--- src/rtl/uart_pkg.sv ---
// Shared UART framing types and helpers for the loopback TX/RX pair.
package uart_pkg;

  localparam int unsigned OS_FACTOR = 16;
  localparam int unsigned OS_HALF   = OS_FACTOR / 2;

  typedef enum logic [2:0] {
    TX_IDLE,
    TX_START,
    TX_DATA,
    TX_PARITY,
    TX_STOP
  } tx_state_t;

  typedef enum logic [2:0] {
    RX_IDLE,
    RX_START,
    RX_DATA,
    RX_PARITY,
    RX_STOP
  } rx_state_t;

  // Zero-extension to 32 bits leaves the XOR reduction unchanged.
  function automatic logic calc_parity(input logic [31:0] data, input logic even_par);
    return even_par ? ^data : ~^data;
  endfunction

endpackage

--- src/rtl/uart_rx.sv ---
// UART receiver: 16x oversampling, mid-bit sampling, parity/stop validation.
module uart_rx
  import uart_pkg::*;
#(
  parameter int unsigned data_len    = 8,
  parameter int unsigned clk_freq    = 50000000,
  parameter int unsigned baud_rate   = 9600,
  parameter int unsigned parity_type = 1
) (
  input  logic                clk,
  input  logic                rst,
  input  logic                rx_in,
  output logic                rx_done,
  output logic [data_len-1:0] rx_data_out
);

  localparam int unsigned OS_DIV = clk_freq / (baud_rate * OS_FACTOR);
  localparam int unsigned OW = (OS_DIV > 1) ? $clog2(OS_DIV) : 1;
  localparam int unsigned IW = (data_len > 1) ? $clog2(data_len) : 1;

  logic [1:0]          r_sync;
  logic                r_line_prev;
  logic                w_line, w_fall;
  logic [OW-1:0]       r_os_cnt;
  logic                w_os_tick;
  rx_state_t           r_state, w_state_nxt;
  logic [3:0]          r_tick_cnt, w_tick_nxt;
  logic [IW-1:0]       r_idx, w_idx_nxt;
  logic [data_len-1:0] r_shift;
  logic                r_par_bit;
  logic                w_shift_en, w_par_en, w_frame_ok;
  logic                r_rx_done;
  logic [data_len-1:0] r_rx_data;

  assign w_line = r_sync[1];
  assign w_fall = r_line_prev & ~w_line;

  always_ff @(posedge clk or posedge rst) begin
    if (rst) begin
      r_sync      <= '1;
      r_line_prev <= 1'b1;
    end else begin
      r_sync      <= {r_sync[0], rx_in};
      r_line_prev <= w_line;
    end
  end

  // Divider is held in IDLE so oversample ticks are phased to the start edge.
  assign w_os_tick = (r_state != RX_IDLE) && (r_os_cnt == OW'(OS_DIV - 1));

  always_ff @(posedge clk or posedge rst) begin
    if (rst)                                 r_os_cnt <= '0;
    else if (r_state == RX_IDLE || w_os_tick) r_os_cnt <= '0;
    else                                     r_os_cnt <= r_os_cnt + 1'b1;
  end

  always_ff @(posedge clk or posedge rst) begin
    if (rst) begin
      r_state    <= RX_IDLE;
      r_tick_cnt <= '0;
      r_idx      <= '0;
    end else begin
      r_state    <= w_state_nxt;
      r_tick_cnt <= w_tick_nxt;
      r_idx      <= w_idx_nxt;
    end
  end

  always_comb begin
    w_state_nxt = r_state;
    w_tick_nxt  = r_tick_cnt;
    w_idx_nxt   = r_idx;
    w_shift_en  = 1'b0;
    w_par_en    = 1'b0;
    w_frame_ok  = 1'b0;
    case (r_state)
      RX_IDLE: begin
        w_tick_nxt = '0;
        w_idx_nxt  = '0;
        if (w_fall) w_state_nxt = RX_START;
      end
      RX_START: begin
        if (w_os_tick) begin
          if (r_tick_cnt == 4'(OS_HALF - 1)) begin
            w_tick_nxt  = '0;
            w_state_nxt = w_line ? RX_IDLE : RX_DATA;
          end else begin
            w_tick_nxt = r_tick_cnt + 1'b1;
          end
        end
      end
      RX_DATA: begin
        if (w_os_tick) begin
          if (r_tick_cnt == 4'(OS_FACTOR - 1)) begin
            w_tick_nxt = '0;
            w_shift_en = 1'b1;
            if (r_idx == IW'(data_len - 1)) w_state_nxt = RX_PARITY;
            else                            w_idx_nxt   = r_idx + 1'b1;
          end else begin
            w_tick_nxt = r_tick_cnt + 1'b1;
          end
        end
      end
      RX_PARITY: begin
        if (w_os_tick) begin
          if (r_tick_cnt == 4'(OS_FACTOR - 1)) begin
            w_tick_nxt  = '0;
            w_par_en    = 1'b1;
            w_state_nxt = RX_STOP;
          end else begin
            w_tick_nxt = r_tick_cnt + 1'b1;
          end
        end
      end
      RX_STOP: begin
        if (w_os_tick) begin
          if (r_tick_cnt == 4'(OS_FACTOR - 1)) begin
            w_tick_nxt  = '0;
            w_state_nxt = RX_IDLE;
            w_frame_ok  = w_line &&
                          (r_par_bit == calc_parity(32'(r_shift), parity_type != 0));
          end else begin
            w_tick_nxt = r_tick_cnt + 1'b1;
          end
        end
      end
      default: w_state_nxt = RX_IDLE;
    endcase
  end

  always_ff @(posedge clk or posedge rst) begin
    if (rst) begin
      r_shift   <= '0;
      r_par_bit <= 1'b0;
      r_rx_done <= 1'b0;
      r_rx_data <= '0;
    end else begin
      if (w_shift_en) r_shift <= {w_line, r_shift[data_len-1:1]};
      if (w_par_en)   r_par_bit <= w_line;
      r_rx_done <= w_frame_ok;
      if (w_frame_ok) r_rx_data <= r_shift;
    end
  end

  assign rx_done     = r_rx_done;
  assign rx_data_out = r_rx_data;

endmodule

--- src/rtl/uart_tx.sv ---
// UART transmitter: free-running baud divider and START/DATA/PARITY/STOP serializer.
module uart_tx
  import uart_pkg::*;
#(
  parameter int unsigned data_len    = 8,
  parameter int unsigned clk_freq    = 50000000,
  parameter int unsigned baud_rate   = 9600,
  parameter int unsigned parity_type = 1
) (
  input  logic                clk,
  input  logic                rst,
  input  logic                tx_start,
  input  logic [data_len-1:0] tx_data,
  output logic                baud_tick_tx,
  output logic                tx_out,
  output logic                tx_done
);

  localparam int unsigned BAUD_DIV = clk_freq / baud_rate;
  localparam int unsigned CW = (BAUD_DIV > 1) ? $clog2(BAUD_DIV) : 1;
  localparam int unsigned IW = (data_len > 1) ? $clog2(data_len) : 1;

  logic [CW-1:0]       r_baud_cnt;
  logic                w_tick;
  tx_state_t           state, w_state_nxt;
  logic                r_pending, w_pending_nxt;
  logic [data_len-1:0] r_data, w_data_nxt;
  logic [IW-1:0]       r_idx, w_idx_nxt;
  logic                r_tx_out, w_tx_out_nxt;
  logic                w_done;

  assign w_tick = (r_baud_cnt == CW'(BAUD_DIV - 1));

  always_ff @(posedge clk or posedge rst) begin
    if (rst)         r_baud_cnt <= '0;
    else if (w_tick) r_baud_cnt <= '0;
    else             r_baud_cnt <= r_baud_cnt + 1'b1;
  end

  always_ff @(posedge clk or posedge rst) begin
    if (rst) begin
      state     <= TX_IDLE;
      r_pending <= 1'b0;
      r_data    <= '0;
      r_idx     <= '0;
      r_tx_out  <= 1'b1;
    end else begin
      state     <= w_state_nxt;
      r_pending <= w_pending_nxt;
      r_data    <= w_data_nxt;
      r_idx     <= w_idx_nxt;
      r_tx_out  <= w_tx_out_nxt;
    end
  end

  // tx_out is registered from the next-state decode so the line flips on the
  // clock after each tick and never glitches.
  always_comb begin
    w_state_nxt   = state;
    w_pending_nxt = r_pending;
    w_data_nxt    = r_data;
    w_idx_nxt     = r_idx;
    w_tx_out_nxt  = r_tx_out;
    w_done        = 1'b0;
    case (state)
      TX_IDLE: begin
        w_tx_out_nxt = 1'b1;
        if (r_pending && w_tick) begin
          w_state_nxt   = TX_START;
          w_pending_nxt = 1'b0;
          w_tx_out_nxt  = 1'b0;
        end else if (tx_start && !r_pending) begin
          w_pending_nxt = 1'b1;
          w_data_nxt    = tx_data;
        end
      end
      TX_START: begin
        if (w_tick) begin
          w_state_nxt  = TX_DATA;
          w_idx_nxt    = '0;
          w_tx_out_nxt = r_data[0];
        end
      end
      TX_DATA: begin
        if (w_tick) begin
          if (r_idx == IW'(data_len - 1)) begin
            w_state_nxt  = TX_PARITY;
            w_tx_out_nxt = calc_parity(32'(r_data), parity_type != 0);
          end else begin
            w_idx_nxt    = r_idx + 1'b1;
            w_tx_out_nxt = r_data[w_idx_nxt];
          end
        end
      end
      TX_PARITY: begin
        if (w_tick) begin
          w_state_nxt  = TX_STOP;
          w_tx_out_nxt = 1'b1;
        end
      end
      TX_STOP: begin
        if (w_tick) begin
          w_state_nxt  = TX_IDLE;
          w_tx_out_nxt = 1'b1;
          w_done       = 1'b1;
        end
      end
      default: begin
        w_state_nxt  = TX_IDLE;
        w_tx_out_nxt = 1'b1;
      end
    endcase
  end

  assign baud_tick_tx = w_tick;
  assign tx_out       = r_tx_out;
  assign tx_done      = w_done;

endmodule

--- src/rtl/uart_protocol.sv ---
// UART endpoint: transmitter with its serial line looped back into the receiver.
module uart_protocol
  import uart_pkg::*;
#(
  parameter int unsigned data_len    = 8,
  parameter int unsigned clk_freq    = 50000000,
  parameter int unsigned baud_rate   = 9600,
  parameter int unsigned parity_type = 1
) (
  input  logic                clk,
  input  logic                rst,
  input  logic                tx_start,
  input  logic [data_len-1:0] tx_data,
  output logic                baud_tick_tx,
  output logic                tx_out,
  output logic                tx_done,
  output logic                rx_done,
  output logic [data_len-1:0] rx_data_out
);

  logic w_line;

  uart_tx #(
    .data_len   (data_len),
    .clk_freq   (clk_freq),
    .baud_rate  (baud_rate),
    .parity_type(parity_type)
  ) dut_tx (
    .clk         (clk),
    .rst         (rst),
    .tx_start    (tx_start),
    .tx_data     (tx_data),
    .baud_tick_tx(baud_tick_tx),
    .tx_out      (w_line),
    .tx_done     (tx_done)
  );

  uart_rx #(
    .data_len   (data_len),
    .clk_freq   (clk_freq),
    .baud_rate  (baud_rate),
    .parity_type(parity_type)
  ) dut_rx (
    .clk        (clk),
    .rst        (rst),
    .rx_in      (w_line),
    .rx_done    (rx_done),
    .rx_data_out(rx_data_out)
  );

  assign tx_out = w_line;

endmodule

--- config.mk ---
export PLATFORM = sky130hd
export DESIGN_NAME = uart_protocol
export DESIGN_NICKNAME = d
export VERILOG_FILES = /design/src/rtl/uart_pkg.sv /design/src/rtl/uart_rx.sv /design/src/rtl/uart_tx.sv /design/src/rtl/uart_protocol.sv
export SDC_FILE = /design/constraint.sdc
export NUM_CORES = 1
export LEC_CHECK = 0
export CORE_AREA = 2 2 82 115
export CTS_CLUSTER_SIZE = 30
export DETAILED_ROUTE_END_ITERATION = 6
export DIE_AREA = 0 0 84 117
export GPL_TIMING_DRIVEN = 1
export PLACE_DENSITY_LB_ADDON = 0.2
export SLEW_MARGIN = 40
export SYNTH_ARGS = -nofsm -noshare
export SYNTH_HDL_FRONTEND = slang
export SYNTH_SLANG_ARGS = --single-unit
--- constraint.sdc ---
create_clock -name clk -period 2.9 [get_ports clk]
set_clock_uncertainty 0.15 [all_clocks]
set_input_delay 0.435 -clock clk [delete_from_list [all_inputs] [get_ports clk]]
set_output_delay 0.435 -clock clk [all_outputs]
set_load 0.01 [all_outputs]
-- Yosys cells after proc, flatten, opt, wreduce, memory -nomap -nowiden
Cells that the tools add are included.
- flip-flop bits (word level): 69
- input bits: 11
- reductions and logical operators: 25
- order comparisons: 1
- eq/ne operators: 35
- add/sub/neg operators: 5
- bitwise gates (word level): 3
- mux-type cells: 52
- operator list (operator ; count):
    parity 32 bit ; 2
    2-to-1 mux 3 bit ; 21
    inequality test 2 x 1 -> 1 bit (second input constant) ; 18
    case mux 3 bit (5 select lines) ; 2
    2-to-1 mux 1 bit ; 17
    2-to-1 mux 4 bit ; 4
    adder 13 x 1 -> 13 bit (second input constant) ; 1
    equality test 13 bit (second input constant) ; 1
    2-to-1 mux 13 bit ; 1
    equality test 3 x 2 -> 1 bit (second input constant) ; 4
    equality test 3 bit (second input constant) ; 4
    case mux 3 bit (2 select lines) ; 2
    case mux 4 bit (3 select lines) ; 1
    AND reduction 10 bit ; 1
    adder 9 x 1 -> 9 bit (second input constant) ; 1
    equality test 9 bit (second input constant) ; 1
    2-to-1 mux 9 bit ; 1
    AND reduction 3 bit ; 3
    AND reduction 4 bit ; 2
    adder 3 x 1 -> 3 bit (second input constant) ; 2
    equality test 3 x 1 -> 1 bit (second input constant) ; 2
    zero test 3 bit ; 2
    AND reduction 6 bit ; 1
    nonzero test 2 bit ; 3
    18 further kinds ; 24

-- Longest topological paths before layout
- depth after elaboration: 6
- gate-level depth with buffers: 9

-- Hierarchy
A second synthesis with hierarchy kept.
- cells, all modules: 309
- area total of the unflattened synthesis: 3472.1 µm²
- modules (own cells, without submodules) (module ; seq. area each (µm²) ; area an instance (µm²) ; cells an instance ; instances):
    uart_rx ; 1004.7 ; 1933.1 ; 166 ; 1
    uart_tx ; 726.9 ; 1539.0 ; 143 ; 1

-- Worst setup path before layout
Ideal clock, no wire load.
- kind: reg-to-output
- start: reg dut_tx.r_baud_cnt[0]
- end: out tx_done
- path slack: 226 ps
- arrival time: 2089 ps
- data required time: 2315 ps
- path buffers: 1
- cell stages (with the launch flop): 6
- cells stage by stage: dfrtp_1 > ha_1 > or4b_2 > nor3_2 > clkbuf_1 > and3_1
- longest elaborated chain between the ends: 3
- ends and longest elaborated chain (item ; line ; source):
    start, declared ; uart_tx.sv:23 ; logic [CW-1:0] r_baud_cnt;
    start signal, assigned ; uart_tx.sv:37 ; else r_baud_cnt <= r_baud_cnt + 1'b1;
    equality test 13 bit ; uart_tx.sv:32 ; assign w_tick = (r_baud_cnt == CW'(BAUD_DIV - 1));
    named net baud_tick_tx ; uart_protocol.sv:14 ; output logic baud_tick_tx,
    2-to-1 mux 1 bit ; uart_tx.sv:102 ; if (w_tick) begin
    2-to-1 mux 1 bit ; uart_tx.sv:65 ; case (state)
    end, declared ; uart_protocol.sv:16 ; output logic tx_done,
The timed path passes the listed nets, and every way through them passes these cells.

-- Worst setup path in the final report
- start: reg dut_tx.r_baud_cnt[0]
- end: out tx_done
- longest elaborated chain between the ends: 3
- ends and longest elaborated chain (item ; line):
    equality test 13 bit ; uart_tx.sv:32
    2-to-1 mux 1 bit ; uart_tx.sv:102
    2-to-1 mux 1 bit ; uart_tx.sv:65
No other way between the ends.

==> impl_metrics.json <==
{
  "vias_per_cell": 5.24,
  "clk_pin_slew_ns": 0.06,
  "worstSkewPairLatency_ns": 0.33,
  "overflow": 0,
  "path_cells": "ha_1 > or4b_2 > nor3_4 > and3_1 > dlygate4sd2_1",
  "syn_inst": 300,
  "maxCapViolations": 0,
  "drt_iter0_drc": 45,
  "run_status": "finished clean",
  "grt_pass1_wl_um": 10900,
  "fin_crit_sh_pct": 93.2,
  "ctsHoldBuffers": 0,
  "max_clock_freq_ghz": 0.370,
  "cp_data_required_time_ns": 2.32,
  "hpwl_um": 4360,
  "vias": 2305,
  "startpoint_type": "register",
  "fill_cells": 824,
  "area_growth_pct": 20.7,
  "io-pin-count": 23,
  "drt_first_pass_iters": 4,
  "die_h_um": 117,
  "syn_area_per_cell_um2": 11.5,
  "critPathSlowestCell": "or4b_2",
  "slew-limit-headroom_pct": 55.5,
  "drtAntennaViolNets": 0,
  "timing.hold.ws_ns": 0.200,
  "dieArea_mm2": 0.00983,
  "finalHoldViolCount": 0,
  "fp-row-count": 41,
  "cts-root-buf": "clkbuf_16",
  "cts_buffers": 9,
  "drive_gt1_share_pct": 18.0,
  "synth_edf_count": 0,
  "async_reset_ff_share_pct": 100,
  "hold_path.class": "register to register",
  "end_kind": "primary output",
  "cp.arrival_ns": 2.12,
  "wirelength_um": 6260,
  "synth_nets": 319,
  "gp_congestion": 0.836,
  "period_needed_ns": 2.70,
  "p_per_area_mw_per_mm2": 568,
  "final_net_count": 347,
  "dp_cells": 424,
  "grt_setup_unrepaired": "false",
  "die_w_um": 84,
  "post_cts_buffers": 0,
  "tns_ns": 0,
  "p_leak_uw": 0.00185,
  "antenna_found_initial": 0,
  "grtUsageTotal_pct": 14.1,
  "drc_errors": 0,
  "h-tree-depth": 3,
  "synth-main-ff-cell": "dfrtp_1",
  "fin_cells": 440,
  "ys_types": 51,
  "crit_fanout": 4,
  "synth-seq-cells": 69,
  "worst_pin_slew_ns": 0.663,
  "netlist_area_mm2": 0.00344,
  "finalSetupViolCount": 0,
  "port_buffers": 22,
  "synth-seq-area-share_pct": 50.4,
  "max_stage_delay_ns": 0.63,
  "cts_tree": "built",
  "cts_num_sinks": 69,
  "clock_path_buffers": 2,
  "start_util_pct": 38.7,
  "core_area_mm2": 0.00887,
  "yosys_warnings": 0,
  "peakVddDrop_v": 0.000358,
  "grt_max_degree": 48,
  "wl_per_cell_um": 14.2,
  "slew_violations": 0,
  "grt_pass1_vias": 2344,
  "worst-setup-path-type": "register to primary output",
  "diodes": 0
}
==> synthesized netlist by cell type, drive strengths merged, types with 2 or more instances <==
library cell	n	area (um^2)
clkbuf	9	33.8
nand4	2	12.5
nor3	7	40.0
ha	8	100
o2bb2ai	3	26.3
o31ai	3	22.5
buf	2	22.5
and3	9	56.3
nand2	18	67.6
xnor2	19	166
nor4	4	40.0
dfrtp	65	1630
mux2i	6	60.1
a22o	5	43.8
mux2	24	297
inv	9	33.8
o21ai	12	60.1
nand4b	3	26.3
a21oi	5	25.0
xor2	15	131
a211oi	2	15.0
or4b	5	57.6
dfstp	4	105
a31oi	3	18.8
nand3	10	50.1
a22oi	2	15.0
nor2	24	90.1
or2	3	18.8
nor2b	2	12.5
and2	2	12.5
==> registers in the layout, summed over array words and instances (netlist names) <==
register and cells:
dut_rx.r_idx 3, dut_rx.r_line_prev 1, dut_rx.r_os_cnt 9, dut_rx.r_par_bit 1
dut_rx.r_shift 8, dut_rx.r_state 3, dut_rx.r_sync 2, dut_rx.r_tick_cnt 4
dut_rx.rx_data_out 8, dut_rx.rx_done 1, dut_tx.r_baud_cnt 13, dut_tx.r_data 8
dut_tx.r_idx 3, dut_tx.r_pending 1, dut_tx.state 3, dut_tx.tx_out 1
==> through the flow <==
stage	instance area [um^2]	util, %	power (uW)	setup slack (ns)
2_1_floorplan	3440	-	1070	0.226
3_3_place_gp	3790	42.7	1100	0.254
3_5_place_dp	3790	42.7	1100	0.244
4_1_cts	4150	46.8	2400	0.0538
5_1_grt	4150	46.8	2440	0.0403
6_report	4150	46.8	2360	0.197
==> per-layer routing <==
metal | track usage (%) | routed length, um
met1 | 17.2 | 2870
met2 | 23.8 | 3150
met3 | 3.02 | 167
met4 | 6.99 | 76
met5 | 0 | 0
==> critical path: cells and delay by family, from the launching register on <==
kind                     cells  cell delay [ns]
flip-flops                   1             0.38
AND/OR/NAND/NOR              3             0.98
buffers and inverters        1             0.26
adder cells (fa/ha/maj)      1             0.17
==> where the power goes <==
| group | internal, uW | total (uW) | switching [uW] |
|---|---|---|---|
| sequential | 976 | 990 | 13.2 |
| combinational | 51.2 | 90.0 | 38.8 |
| clock | 867 | 1280 | 412 |
| total | 1890 | 2360 | 464 |
==> layout make-up <==
cell class | instances | area [um^2] | share of cell area [%]
flip-flops and latches | 69 | 1730 | 41.7
multi-input cells | 211 | 1620 | 39.1
repair buffers | 28 | 279 | 6.72
clock buffers | 11 | 243 | 5.85
well taps | 107 | 134 | 3.22
clock inverters | 5 | 108 | 2.59
inverters | 9 | 33.8 | 0.814
==> worst paths after layout <==
path | startpoint | end | slack [ns] | cells after the start
setup / recovery | dut_tx.r_baud_cnt[0] | tx_done | 0.20 | 5
hold / removal | dut_rx.r_sync[0] | dut_rx.r_sync[1] | 0.20 | 0
setup reg to reg | dut_tx.r_baud_cnt[0] | dut_tx.r_idx[2] | 0.25 | 7
hold reg to reg | dut_rx.r_sync[0] | dut_rx.r_sync[1] | 0.20 | 0
max in group asynchronous | rst | dut_rx.r_sync[0] | 1.60 | 3
min in group asynchronous | rst | dut_rx.r_idx[0] | 0.31 | 2
==> cell families (layout without fill, tap and decap cells) <==
family                   after synthesis  after routing  synth area share (%)
AND/OR/NAND/NOR                       93             93                  15.1
flip-flops                            69             69                  50.4
AO/OA/AOI/OAI                         43             43                  8.41
XOR/XNOR                              35             35                  9.32
multiplexers                          31             31                  11.0
buffers and inverters                 20             53                  2.62
adder cells (fa/ha/maj)                9              9                  3.20
==> cell usage in the layout (no fill, tap or decap), types with 4 or more instances in the layout <==
cell type / Yosys / routed
a21oi_1: 5 / 5
a22o_1: 5 / 5
and3_1: 9 / 9
buf_4: 0 / 5
clkbuf_16: 0 / 9
clkdlybuf4s50_1: 0 / 20
dfrtp_1: 65 / 65
dfstp_2: 4 / 4
ha_1: 8 / 8
inv_1: 9 / 8
mux2_2: 17 / 17
mux2_4: 7 / 7
mux2i_1: 6 / 6
nand2_1: 18 / 18
nand3_1: 10 / 10
nor2_1: 24 / 24
nor3_1: 6 / 6
o21ai_0: 11 / 11
xnor2_1: 19 / 19
xor2_1: 15 / 15
==> timing repair <==
item,4_1_cts,5_1_grt
pin swaps,1,0
endpoints found under the setup margin,1,1
resized for setup,2,1
(Power assumes the default switching activity.)
